## config.mk

```make
export PLATFORM = sky130hd
export DESIGN_NAME = dpll_lock_controller
export DESIGN_NICKNAME = d
export VERILOG_FILES = /design/src/rtl/dpll_lock_controller.sv
export SDC_FILE = /design/constraint.sdc
export NUM_CORES = 1
export LEC_CHECK = 0
export CAP_MARGIN = 20
export CORE_UTILIZATION = 49
export CTS_CLUSTER_SIZE = 16
export DETAILED_ROUTE_END_ITERATION = 16
export GPL_ROUTABILITY_DRIVEN = 0
export HOLD_SLACK_MARGIN = 0.02
export PLACE_DENSITY = 0.78
export SYNTH_ARGS = -nofsm -noshare
export SYNTH_HDL_FRONTEND = slang
export SYNTH_SLANG_ARGS = --single-unit
```

## constraint.sdc

```tcl
create_clock -name clk -period 5.1 [get_ports clk]
set_input_delay 1.53 -clock clk [delete_from_list [all_inputs] [get_ports clk]]
set_output_delay 1.53 -clock clk [all_outputs]
set_load 0.01 [all_outputs]
```

## src/rtl/dpll_lock_controller.sv

```systemverilog
// dpll_lock_controller
// Lock sequencing for an XOR phase detector DPLL. The detector output is
// synchronized, its high time is integrated over fixed 2^WIN_BITS-cycle
// windows, and each closed window yields a signed phase-error word
// (high count minus half the window). An IDLE/ACQUIRE/TRACK state machine
// gates the loop filter and reports lock from runs of in-tolerance windows.
//
// Handshake: measValid is a one-cycle strobe with no back-pressure; phaseErr
// is valid on the cycle measValid is high and holds until the next strobe.
//
// state_dbg encoding: 0 = IDLE, 1 = ACQUIRE, 2 = TRACK.
module dpll_lock_controller #(
    parameter int WIN_BITS    = 10,
    parameter int LOCK_TOL    = 16,
    parameter int LOCK_WINS   = 4,
    parameter int UNLOCK_WINS = 2
) (
    input  logic                       clk,
    input  logic                       rstN,
    input  logic                       enable,
    input  logic                       errSig,
    output logic signed [WIN_BITS:0]   phaseErr,
    output logic                       measValid,
    output logic                       loopEn,
    output logic                       trackMode,
    output logic                       locked,
    output logic [1:0]                 state_dbg
);

    typedef enum logic [1:0] {
        ST_IDLE    = 2'd0,
        ST_ACQUIRE = 2'd1,
        ST_TRACK   = 2'd2
    } state_t;

    localparam int GOOD_W = (LOCK_WINS   < 1) ? 1 : $clog2(LOCK_WINS + 1);
    localparam int BAD_W  = (UNLOCK_WINS < 1) ? 1 : $clog2(UNLOCK_WINS + 1);

    localparam logic [WIN_BITS:0]        HALF     = (WIN_BITS + 1)'(2 ** (WIN_BITS - 1));
    localparam logic signed [WIN_BITS:0] TOL_POS  = (WIN_BITS + 1)'(LOCK_TOL);
    localparam logic signed [WIN_BITS:0] TOL_NEG  = -TOL_POS;
    localparam logic [GOOD_W-1:0]        GOOD_MAX = GOOD_W'(LOCK_WINS);
    localparam logic [BAD_W-1:0]         BAD_MAX  = BAD_W'(UNLOCK_WINS);

    state_t                     state;
    logic                       sync_meta;
    logic                       err_s;
    logic [WIN_BITS-1:0]        win_cnt;
    logic [WIN_BITS:0]          hi_cnt;
    logic [GOOD_W-1:0]          good_cnt;
    logic [BAD_W-1:0]           bad_cnt;

    logic                       win_last;
    logic [WIN_BITS:0]          hi_final;
    logic signed [WIN_BITS:0]   phase_new;
    logic                       in_lock;
    logic [GOOD_W-1:0]          good_next;
    logic [BAD_W-1:0]           bad_next;

    assign state_dbg = state;

    // Two-flop synchronizer for the asynchronous detector output.
    always_ff @(posedge clk or negedge rstN) begin
        if (!rstN) begin
            sync_meta <= 1'b0;
            err_s     <= 1'b0;
        end else begin
            sync_meta <= errSig;
            err_s     <= sync_meta;
        end
    end

    // The wrap cycle's own sample belongs to the closing window, so the
    // final count includes err_s before being compared against half-window.
    assign win_last  = (win_cnt == {WIN_BITS{1'b1}});
    assign hi_final  = hi_cnt + {{WIN_BITS{1'b0}}, err_s};
    assign phase_new = $signed(hi_final - HALF);
    assign in_lock   = (phase_new >= TOL_NEG) && (phase_new <= TOL_POS);

    // Consecutive-window run counters as they would be after this close.
    always_comb begin
        good_next = good_cnt;
        bad_next  = bad_cnt;
        if (in_lock) begin
            good_next = (good_cnt == GOOD_MAX) ? good_cnt : good_cnt + 1'b1;
            bad_next  = '0;
        end else begin
            good_next = '0;
            bad_next  = (bad_cnt == BAD_MAX) ? bad_cnt : bad_cnt + 1'b1;
        end
    end

    // Lock state machine, window integration and registered outputs.
    always_ff @(posedge clk or negedge rstN) begin
        if (!rstN) begin
            state     <= ST_IDLE;
            win_cnt   <= '0;
            hi_cnt    <= '0;
            good_cnt  <= '0;
            bad_cnt   <= '0;
            phaseErr  <= '0;
            measValid <= 1'b0;
            loopEn    <= 1'b0;
            trackMode <= 1'b0;
            locked    <= 1'b0;
        end else if (!enable) begin
            // Dropping enable discards any partial window; phaseErr holds.
            state     <= ST_IDLE;
            win_cnt   <= '0;
            hi_cnt    <= '0;
            good_cnt  <= '0;
            bad_cnt   <= '0;
            measValid <= 1'b0;
            loopEn    <= 1'b0;
            trackMode <= 1'b0;
            locked    <= 1'b0;
        end else begin
            case (state)
                ST_IDLE: begin
                    state     <= ST_ACQUIRE;
                    win_cnt   <= '0;
                    hi_cnt    <= '0;
                    good_cnt  <= '0;
                    bad_cnt   <= '0;
                    measValid <= 1'b0;
                    loopEn    <= 1'b1;
                    trackMode <= 1'b0;
                    locked    <= 1'b0;
                end
                ST_ACQUIRE, ST_TRACK: begin
                    win_cnt   <= win_cnt + 1'b1;
                    measValid <= win_last;
                    loopEn    <= 1'b1;
                    if (win_last) begin
                        hi_cnt   <= '0;
                        phaseErr <= phase_new;
                        good_cnt <= good_next;
                        bad_cnt  <= bad_next;
                        if (state == ST_ACQUIRE && good_next == GOOD_MAX) begin
                            state     <= ST_TRACK;
                            bad_cnt   <= '0;
                            trackMode <= 1'b1;
                            locked    <= 1'b1;
                        end else if (state == ST_TRACK && bad_next == BAD_MAX) begin
                            state     <= ST_ACQUIRE;
                            good_cnt  <= '0;
                            trackMode <= 1'b0;
                            locked    <= 1'b0;
                        end
                    end else begin
                        hi_cnt <= hi_final;
                    end
                end
                default: begin
                    state     <= ST_IDLE;
                    measValid <= 1'b0;
                    loopEn    <= 1'b0;
                    trackMode <= 1'b0;
                    locked    <= 1'b0;
                end
            endcase
        end
    end

endmodule

```

Yosys cells after proc, flatten, opt, wreduce, memory -nomap -nowiden

Index checks and enable logic that the tools add are counted.

Register bits after elaboration: 44
Bits of input ports: 4
Output and inout port bits: 17
Logic and storage cells: 69

Add/subtract/negate cells: 5
$lt $le $gt $ge: 2
Equality and inequality tests: 10
Multiplexer cells: 32
Reduce and logical (&&, ||, !) cells: 9

Operators by type and width:

| cell                                                                    | number |
|---|---|
| 11-bit two-way mux                                                      | 2 |
| 11-bit case mux with 2 select lines                                     | 1 |
| 10-bit case mux with 2 select lines                                     | 1 |
| 2-bit two-way mux                                                       | 9 |
| 3-bit two-way mux                                                       | 6 |
| 11-bit by 1-bit adder with 11-bit output                                | 1 |
| 11-bit by 5-bit >= comparator with 1-bit output (second input constant) | 1 |
| 11-bit by 6-bit <= comparator with 1-bit output (second input constant) | 1 |
| 11-bit by 10-bit subtractor with 11-bit output (second input constant)  | 1 |
| 10-bit by 1-bit adder with 10-bit output (second input constant)        | 1 |
| 10-bit == test (second input constant)                                  | 1 |
| 10-bit two-way mux                                                      | 1 |
| 1-bit two-way mux                                                       | 9 |
| 2-bit case mux with 2 select lines                                      | 2 |
| 2-bit == test (second input constant)                                   | 3 |
| 3-bit == test (second input constant)                                   | 2 |
| 3-bit case mux with 2 select lines                                      | 1 |
| 4-bit != test (second input constant)                                   | 1 |
| 2-bit AND reduction                                                     | 2 |
| 3-bit by 1-bit adder with 3-bit output (second input constant)          | 1 |
| 1-bit logical AND                                                       | 3 |
| 3-bit by 1-bit != test with 1-bit output (second input constant)        | 1 |
| 3-bit != test (second input constant)                                   | 1 |
| 3-bit AND reduction                                                     | 1 |
| other kinds (5)                                                         | 5 |

Logic depth before layout (Yosys ltp)

Word-level depth: 12
Mapped depth: 12
Gate-level depth less buffers: 12

Worst setup path before layout

OpenSTA, ideal clock, no wires.

Path type: register to register
Start: register hi_cnt[0]
End: register state[0], in the netlist state_dbg[0]
Setup time: 79 ps
Arrival time: 2876 ps
Required time: 5021 ps
Setup slack: 2145 ps
Cell stages (with the launch flop): 13
Path buffers: 0
Period minus slack after synthesis: 2955 ps
Cell sequence: dfrtp_1 ha_1 nand2_1 or4_4 and2_1 inv_1 ha_1 nand3_1 nor4_1 o2bb2ai_2 or4b_4 a31oi_4 mux2i_1

Cells in the longest elaborated chain, start to end: 11
Elaborated cells on any way between the ends: 17
Classes of those cells: add/sub: 2; order compare: 2; eq/ne: 3; mux: 6; reduce/logical: 4

Ends and longest elaborated chain:

| element                                                                                                            | RTL line | text |
|---|---|---|
| start, declared                                                                                                    | 49       | `logic [WIN_BITS:0] hi_cnt;` |
| start signal, assigned                                                                                             | 151      | `hi_cnt <= hi_final;` |
| 11-bit by 1-bit adder with 11-bit output (*)                                                                       | 76       | `assign hi_final = hi_cnt + {{WIN_BITS{1'b0}}, err_s};` |
| 11-bit by 10-bit subtractor with 11-bit output (*)                                                                 | 77       | `assign phase_new = $signed(hi_final - HALF);` |
| via phase_new[10]                                                                                                  | 55       | `logic signed [WIN_BITS:0] phase_new;` |
| 11-bit by 5-bit >= comparator with 1-bit output or 11-bit by 6-bit <= comparator with 1-bit output (tied branches) | 78       | `assign in_lock = (phase_new >= TOL_NEG) && (phase_new <= TOL_POS);` |
| 1-bit logical AND (*)                                                                                              | 78       |  |
| 3-bit two-way mux                                                                                                  | 84       | `if (in_lock) begin` |
| 3-bit == test                                                                                                      | 139      | `if (state == ST_ACQUIRE && good_next == GOOD_MAX) begin` |
| 1-bit logical AND                                                                                                  | 139      |  |
| 2-bit two-way mux                                                                                                  | 139      |  |
| 2-bit two-way mux                                                                                                  | 134      | `if (win_last) begin` |
| 2-bit case mux with 2 select lines                                                                                 | 118      | `case (state)` |
| 2-bit two-way mux                                                                                                  | 106      | `end else if (!enable) begin` |
| end signal, assigned                                                                                               | 108      | `state <= ST_IDLE;` |
| end signal, assigned                                                                                               | 120      | `state <= ST_ACQUIRE;` |
| end signal, assigned                                                                                               | 140      | `state <= ST_TRACK;` |
| end, declared                                                                                                      | 45       | `state_t state;` |

The timed path passes the listed nets; every way through them passes the cells marked *. The select of a mux whose other input is x is not followed.
A chain may end at the register's enable or synchronous reset.

Worst setup path after layout

Ends and elaborated chain as after synthesis.

==> run_summary.xml <==
<?xml version="1.0" encoding="UTF-8"?>
<metrics>
  <group name="run_status">
    <metric name="status" unit="">finished clean</metric>
  </group>
  <group name="global_routing">
    <metric name="grt_max_degree" unit="">44</metric>
    <metric name="antenna_found_initial" unit="">0</metric>
    <metric name="vias_in_the_first_global_route" unit="">1685</metric>
    <metric name="overflow" unit="">0</metric>
    <metric name="grt_first_pass_wirelength" unit="um">7790</metric>
    <metric name="globalRouteTotalUtil" unit="">0.198</metric>
  </group>
  <group name="critical_path">
    <metric name="required" unit="ns">5.33</metric>
    <metric name="critPathLaunchType" unit="">flip-flop</metric>
    <metric name="critical_path.endpoint_type" unit="">flip-flop</metric>
    <metric name="critPathMaxFanout" unit="">7</metric>
    <metric name="timing.critical_path.arrival" unit="ns">3.49</metric>
    <metric name="criticalPathCategory" unit="">reg -&gt; reg</metric>
    <metric name="timing.reg2reg.worst_path_depth" unit="">12</metric>
  </group>
  <group name="yosys">
    <metric name="synth_edf_count" unit="">0</metric>
    <metric name="yosysMostFrequentCell" unit="">sky130_fd_sc_hd__dfrtp_1</metric>
    <metric name="seq_area_frac_synth" unit="">0.460</metric>
    <metric name="synth_top_family_by_area" unit="">compound AO/OA/AOI/OAI gates</metric>
    <metric name="dominant_cells_by_area_after_synthesis" unit="">sky130_fd_sc_hd__dfrtp_1, sky130_fd_sc_hd__ha_1, sky130_fd_sc_hd__o21ai_0</metric>
    <metric name="synth_compound_area_frac" unit="">0.200</metric>
    <metric name="post-synth-top-area-fraction" unit="">0.460</metric>
    <metric name="synth-xor-area-share" unit="">0.0225</metric>
    <metric name="post_synth_instance_area" unit="mm^2">0.00234</metric>
    <metric name="synth_nets" unit="">262</metric>
    <metric name="synthCells" unit="">246</metric>
    <metric name="synth_warnings" unit="">0</metric>
    <metric name="yosys.area_share.simple" unit="">0.184</metric>
    <metric name="postSynth.asyncResetShare" unit="">1.00</metric>
    <metric name="synth_flop_cell" unit="">sky130_fd_sc_hd__dfrtp_1</metric>
    <metric name="ys_types" unit="">43</metric>
    <metric name="syn_avg_cell_area" unit="um^2">9.51</metric>
    <metric name="synth_top_cell_by_area" unit="">sky130_fd_sc_hd__dfrtp_1</metric>
    <metric name="list_of_most_frequent_post_synthesis_cells" unit="">sky130_fd_sc_hd__dfrtp_1, sky130_fd_sc_hd__o21ai_0, sky130_fd_sc_hd__nand2_1</metric>
    <metric name="yosys-mux-area-fraction" unit="">0.0284</metric>
    <metric name="postSynthRegisterBits" unit="">43</metric>
    <metric name="arithmetic_cell_share_of_the_synthesized_area_counting_full_adders_half_adders_and_majority_gates" unit="">0.0642</metric>
  </group>
  <group name="cts">
    <metric name="cts_buffers" unit="">5</metric>
    <metric name="clkSinkCount" unit="">43</metric>
    <metric name="cts_tree" unit="">yes</metric>
    <metric name="cts-htree-levels" unit="">2</metric>
    <metric name="hold_buffer_count_at_cts" unit="">0</metric>
    <metric name="cts_root_buf" unit="">sky130_fd_sc_hd__clkbuf_8</metric>
    <metric name="clock_path_buffers" unit="">2</metric>
    <metric name="clkTransAtPathRegs" unit="ns">0.08</metric>
    <metric name="worst_skew_pair.late_latency" unit="ns">0.30</metric>
    <metric name="cts.repair.resized" unit="">0</metric>
    <metric name="post-cts-setup-buffer-count" unit="">0</metric>
  </group>
  <group name="detailed_routing">
    <metric name="vias" unit="">1833</metric>
    <metric name="routed_via_density" unit="">5.88</metric>
    <metric name="first_iter_violations" unit="">109</metric>
    <metric name="detail_route.drc_violations" unit="">0</metric>
    <metric name="routed_wirelength" unit="um">4410</metric>
    <metric name="postRouteAntennaNets" unit="">0</metric>
    <metric name="wl_met1" unit="um">2310</metric>
    <metric name="topRoutingLayerUsed" unit="">met4</metric>
    <metric name="dr_wl_met3" unit="um">143</metric>
    <metric name="dr_wl_met2" unit="um">1890</metric>
    <metric name="firstDrtPassIters" unit="">4</metric>
    <metric name="wl_per_cell" unit="um">14.1</metric>
  </group>
  <group name="hold_path">
    <metric name="hold_class" unit="">reg -&gt; reg</metric>
    <metric name="hold_path_depth" unit="">0</metric>
  </group>
  <group name="pwr">
    <metric name="power_frac_clock" unit="">0.283</metric>
    <metric name="leakage_component_of_the_power" unit="nW">1.12</metric>
    <metric name="power.switching" unit="uW">200</metric>
    <metric name="power.density_cell_area" unit="mW/mm^2">264</metric>
    <metric name="power.share.switching" unit="">0.289</metric>
    <metric name="share_seq_of_total_power" unit="">0.525</metric>
    <metric name="cell_internal_pwr" unit="uW">492</metric>
    <metric name="worst_vdd_rail_ir_drop" unit="mV">0.139</metric>
    <metric name="logic_pwr_share" unit="">0.192</metric>
    <metric name="fin_total_pwr" unit="uW">692</metric>
  </group>
  <group name="flow_run">
    <metric name="max_cap_viol_count" unit="">0</metric>
  </group>
  <group name="place">
    <metric name="placed_cells_incl_taps" unit="">306</metric>
    <metric name="dp_worst_setup_slack" unit="ns">1.56</metric>
    <metric name="placement.cell_area" unit="mm^2">0.00254</metric>
    <metric name="place.detailed.hpwl" unit="um">3030</metric>
    <metric name="portBuffers" unit="">20</metric>
  </group>
  <group name="sta">
    <metric name="clock-skew-final" unit="ns">0.0108</metric>
    <metric name="slew-limit-headroom" unit="">0.325</metric>
    <metric name="tightest_slew" unit="ns">1.01</metric>
    <metric name="final_worst_setup_slack" unit="ns">1.83</metric>
    <metric name="finalMaxSlewViolations" unit="">0</metric>
    <metric name="hold_slack" unit="ns">0.388</metric>
    <metric name="fin_crit" unit="ns">3.27</metric>
    <metric name="max_clock_freq" unit="GHz">0.306</metric>
    <metric name="timing.final.hold_violations" unit="">0</metric>
    <metric name="finalSetupViolations" unit="">0</metric>
    <metric name="final_min_period_over_clock_period" unit="">0.640</metric>
    <metric name="setup_tns" unit="ns">0</metric>
    <metric name="rsz0062_at_grt" unit="">false</metric>
  </group>
  <group name="floorplanning">
    <metric name="coreArea" unit="mm^2">0.00447</metric>
    <metric name="die_x" unit="um">71.1</metric>
    <metric name="core.rowCount" unit="">24</metric>
    <metric name="design.portCount" unit="">21</metric>
    <metric name="start_util" unit="">0.523</metric>
    <metric name="die_area" unit="mm^2">0.00505</metric>
    <metric name="die_height" unit="um">71.1</metric>
  </group>
  <group name="final_layout">
    <metric name="diodes" unit="">0</metric>
    <metric name="fillerInstances" unit="">384</metric>
    <metric name="drive_above_1_share" unit="">0.0808</metric>
    <metric name="non_filler_cells_in_the_finished_layout" unit="">312</metric>
    <metric name="post-route-cell-area" unit="mm^2">0.00262</metric>
    <metric name="nNetsFinal" unit="">277</metric>
    <metric name="areaGrowthSynthToFinish" unit="%">11.9</metric>
    <metric name="postLayoutCoreUtil" unit="">0.585</metric>
  </group>
</metrics>
[cells in the final DEF (no fill, tap or decap), types with 3 or more instances in the layout]
master / synthesis / layout
sky130_fd_sc_hd__ha_1: 12 / 12
sky130_fd_sc_hd__a22o_1: 6 / 6
sky130_fd_sc_hd__clkbuf_8: 0 / 5
sky130_fd_sc_hd__nor3_1: 5 / 4
sky130_fd_sc_hd__a21oi_1: 13 / 13
sky130_fd_sc_hd__inv_1: 8 / 8
sky130_fd_sc_hd__nand4_1: 6 / 6
sky130_fd_sc_hd__nand2_1: 27 / 27
sky130_fd_sc_hd__clkdlybuf4s50_1: 0 / 19
sky130_fd_sc_hd__nand3_1: 7 / 7
sky130_fd_sc_hd__and2_1: 5 / 5
sky130_fd_sc_hd__o31ai_1: 4 / 4
sky130_fd_sc_hd__and3_1: 3 / 3
sky130_fd_sc_hd__nor4_1: 3 / 3
sky130_fd_sc_hd__o21ai_0: 29 / 29
sky130_fd_sc_hd__dfrtp_1: 43 / 43
sky130_fd_sc_hd__mux2_2: 5 / 5
sky130_fd_sc_hd__a31oi_1: 9 / 9
sky130_fd_sc_hd__nor2_1: 18 / 18
sky130_fd_sc_hd__xor2_1: 4 / 4
[layout make-up]
| class | count | area [um^2] | area share |
|---|---|---|---|
| Multi-Input combinational cell | 182 | 1170 | 0.447 |
| Inverter | 8 | 30.0 | 0.0115 |
| Timing Repair Buffer | 21 | 203 | 0.0774 |
| Sequential cell | 43 | 1080 | 0.411 |
| Clock buffer | 6 | 72.6 | 0.0277 |
| Tap cell | 52 | 65.1 | 0.0249 |
[routing by layer]
metal  up-vias  track usage
met5         -            0
met4         0       0.0822
met3         6       0.0456
met2        34        0.281
met1       874        0.292
li1        919            -
[logic make-up (layout without fill, tap and decap cells)]
group                    Yosys count  count (layout)
XOR/XNOR                           6               6
buffers and inverters             21              35
flip-flops                        43              43
adder cells (fa/ha/maj)           12              12
AND/OR/NAND/NOR                   84              84
AO/OA/AOI/OAI                     74              74
multiplexers                       6               6
[flip-flops by register name, indices dropped and copies added, names as in the netlist]
name       cells
bad_cnt        2
err_s          1
good_cnt       3
hi_cnt        11
locked         1
loopEn         1
measValid      1
phaseErr      11
state_dbg      1
sync_meta      1
win_cnt       10
[power groups by stage]
stage / sequential (mW) / combinational, mW / clock (mW)
2_1_floorplan: 0.369 / 0.0935 / 0
5_1_grt: 0.364 / 0.150 / 0.218
6_report: 0.363 / 0.133 / 0.196
4_1_cts: 0.363 / 0.133 / 0.204
3_3_place_gp: 0.369 / 0.129 / 0
3_5_place_dp: 0.369 / 0.133 / 0
[worst max-delay path, stage by stage, from the launching register on]
cell	delay, ns
sky130_fd_sc_hd__dfrtp_1	0.35
sky130_fd_sc_hd__ha_1	0.22
sky130_fd_sc_hd__nand2_1	0.19
sky130_fd_sc_hd__or4_4	0.57
sky130_fd_sc_hd__and2_1	0.20
sky130_fd_sc_hd__inv_1	0.06
sky130_fd_sc_hd__ha_1	0.19
sky130_fd_sc_hd__nand3_1	0.08
sky130_fd_sc_hd__nor4_1	0.26
sky130_fd_sc_hd__o2bb2ai_2	0.16
sky130_fd_sc_hd__or4b_4	0.57
sky130_fd_sc_hd__a31oi_4	0.17
sky130_fd_sc_hd__mux2i_1	0.19
[final timing paths]
kind	startpoint	endpoint	slack, ns
min	sync_meta$_DFF_PN0_	err_s$_DFF_PN0_	0.39
max reg2reg	hi_cnt[0]$_DFFE_PN0P_	state_dbg[0]$_DFFE_PN0P_	1.83
max	hi_cnt[0]$_DFFE_PN0P_	state_dbg[0]$_DFFE_PN0P_	1.83
min reg2reg	sync_meta$_DFF_PN0_	err_s$_DFF_PN0_	0.39
max in group asynchronous	rstN	win_cnt[2]$_DFFE_PN0P_	3.14
min in group asynchronous	rstN	good_cnt[0]$_DFFE_PN0P_	1.37
Power figures use the tool's default switching activity.
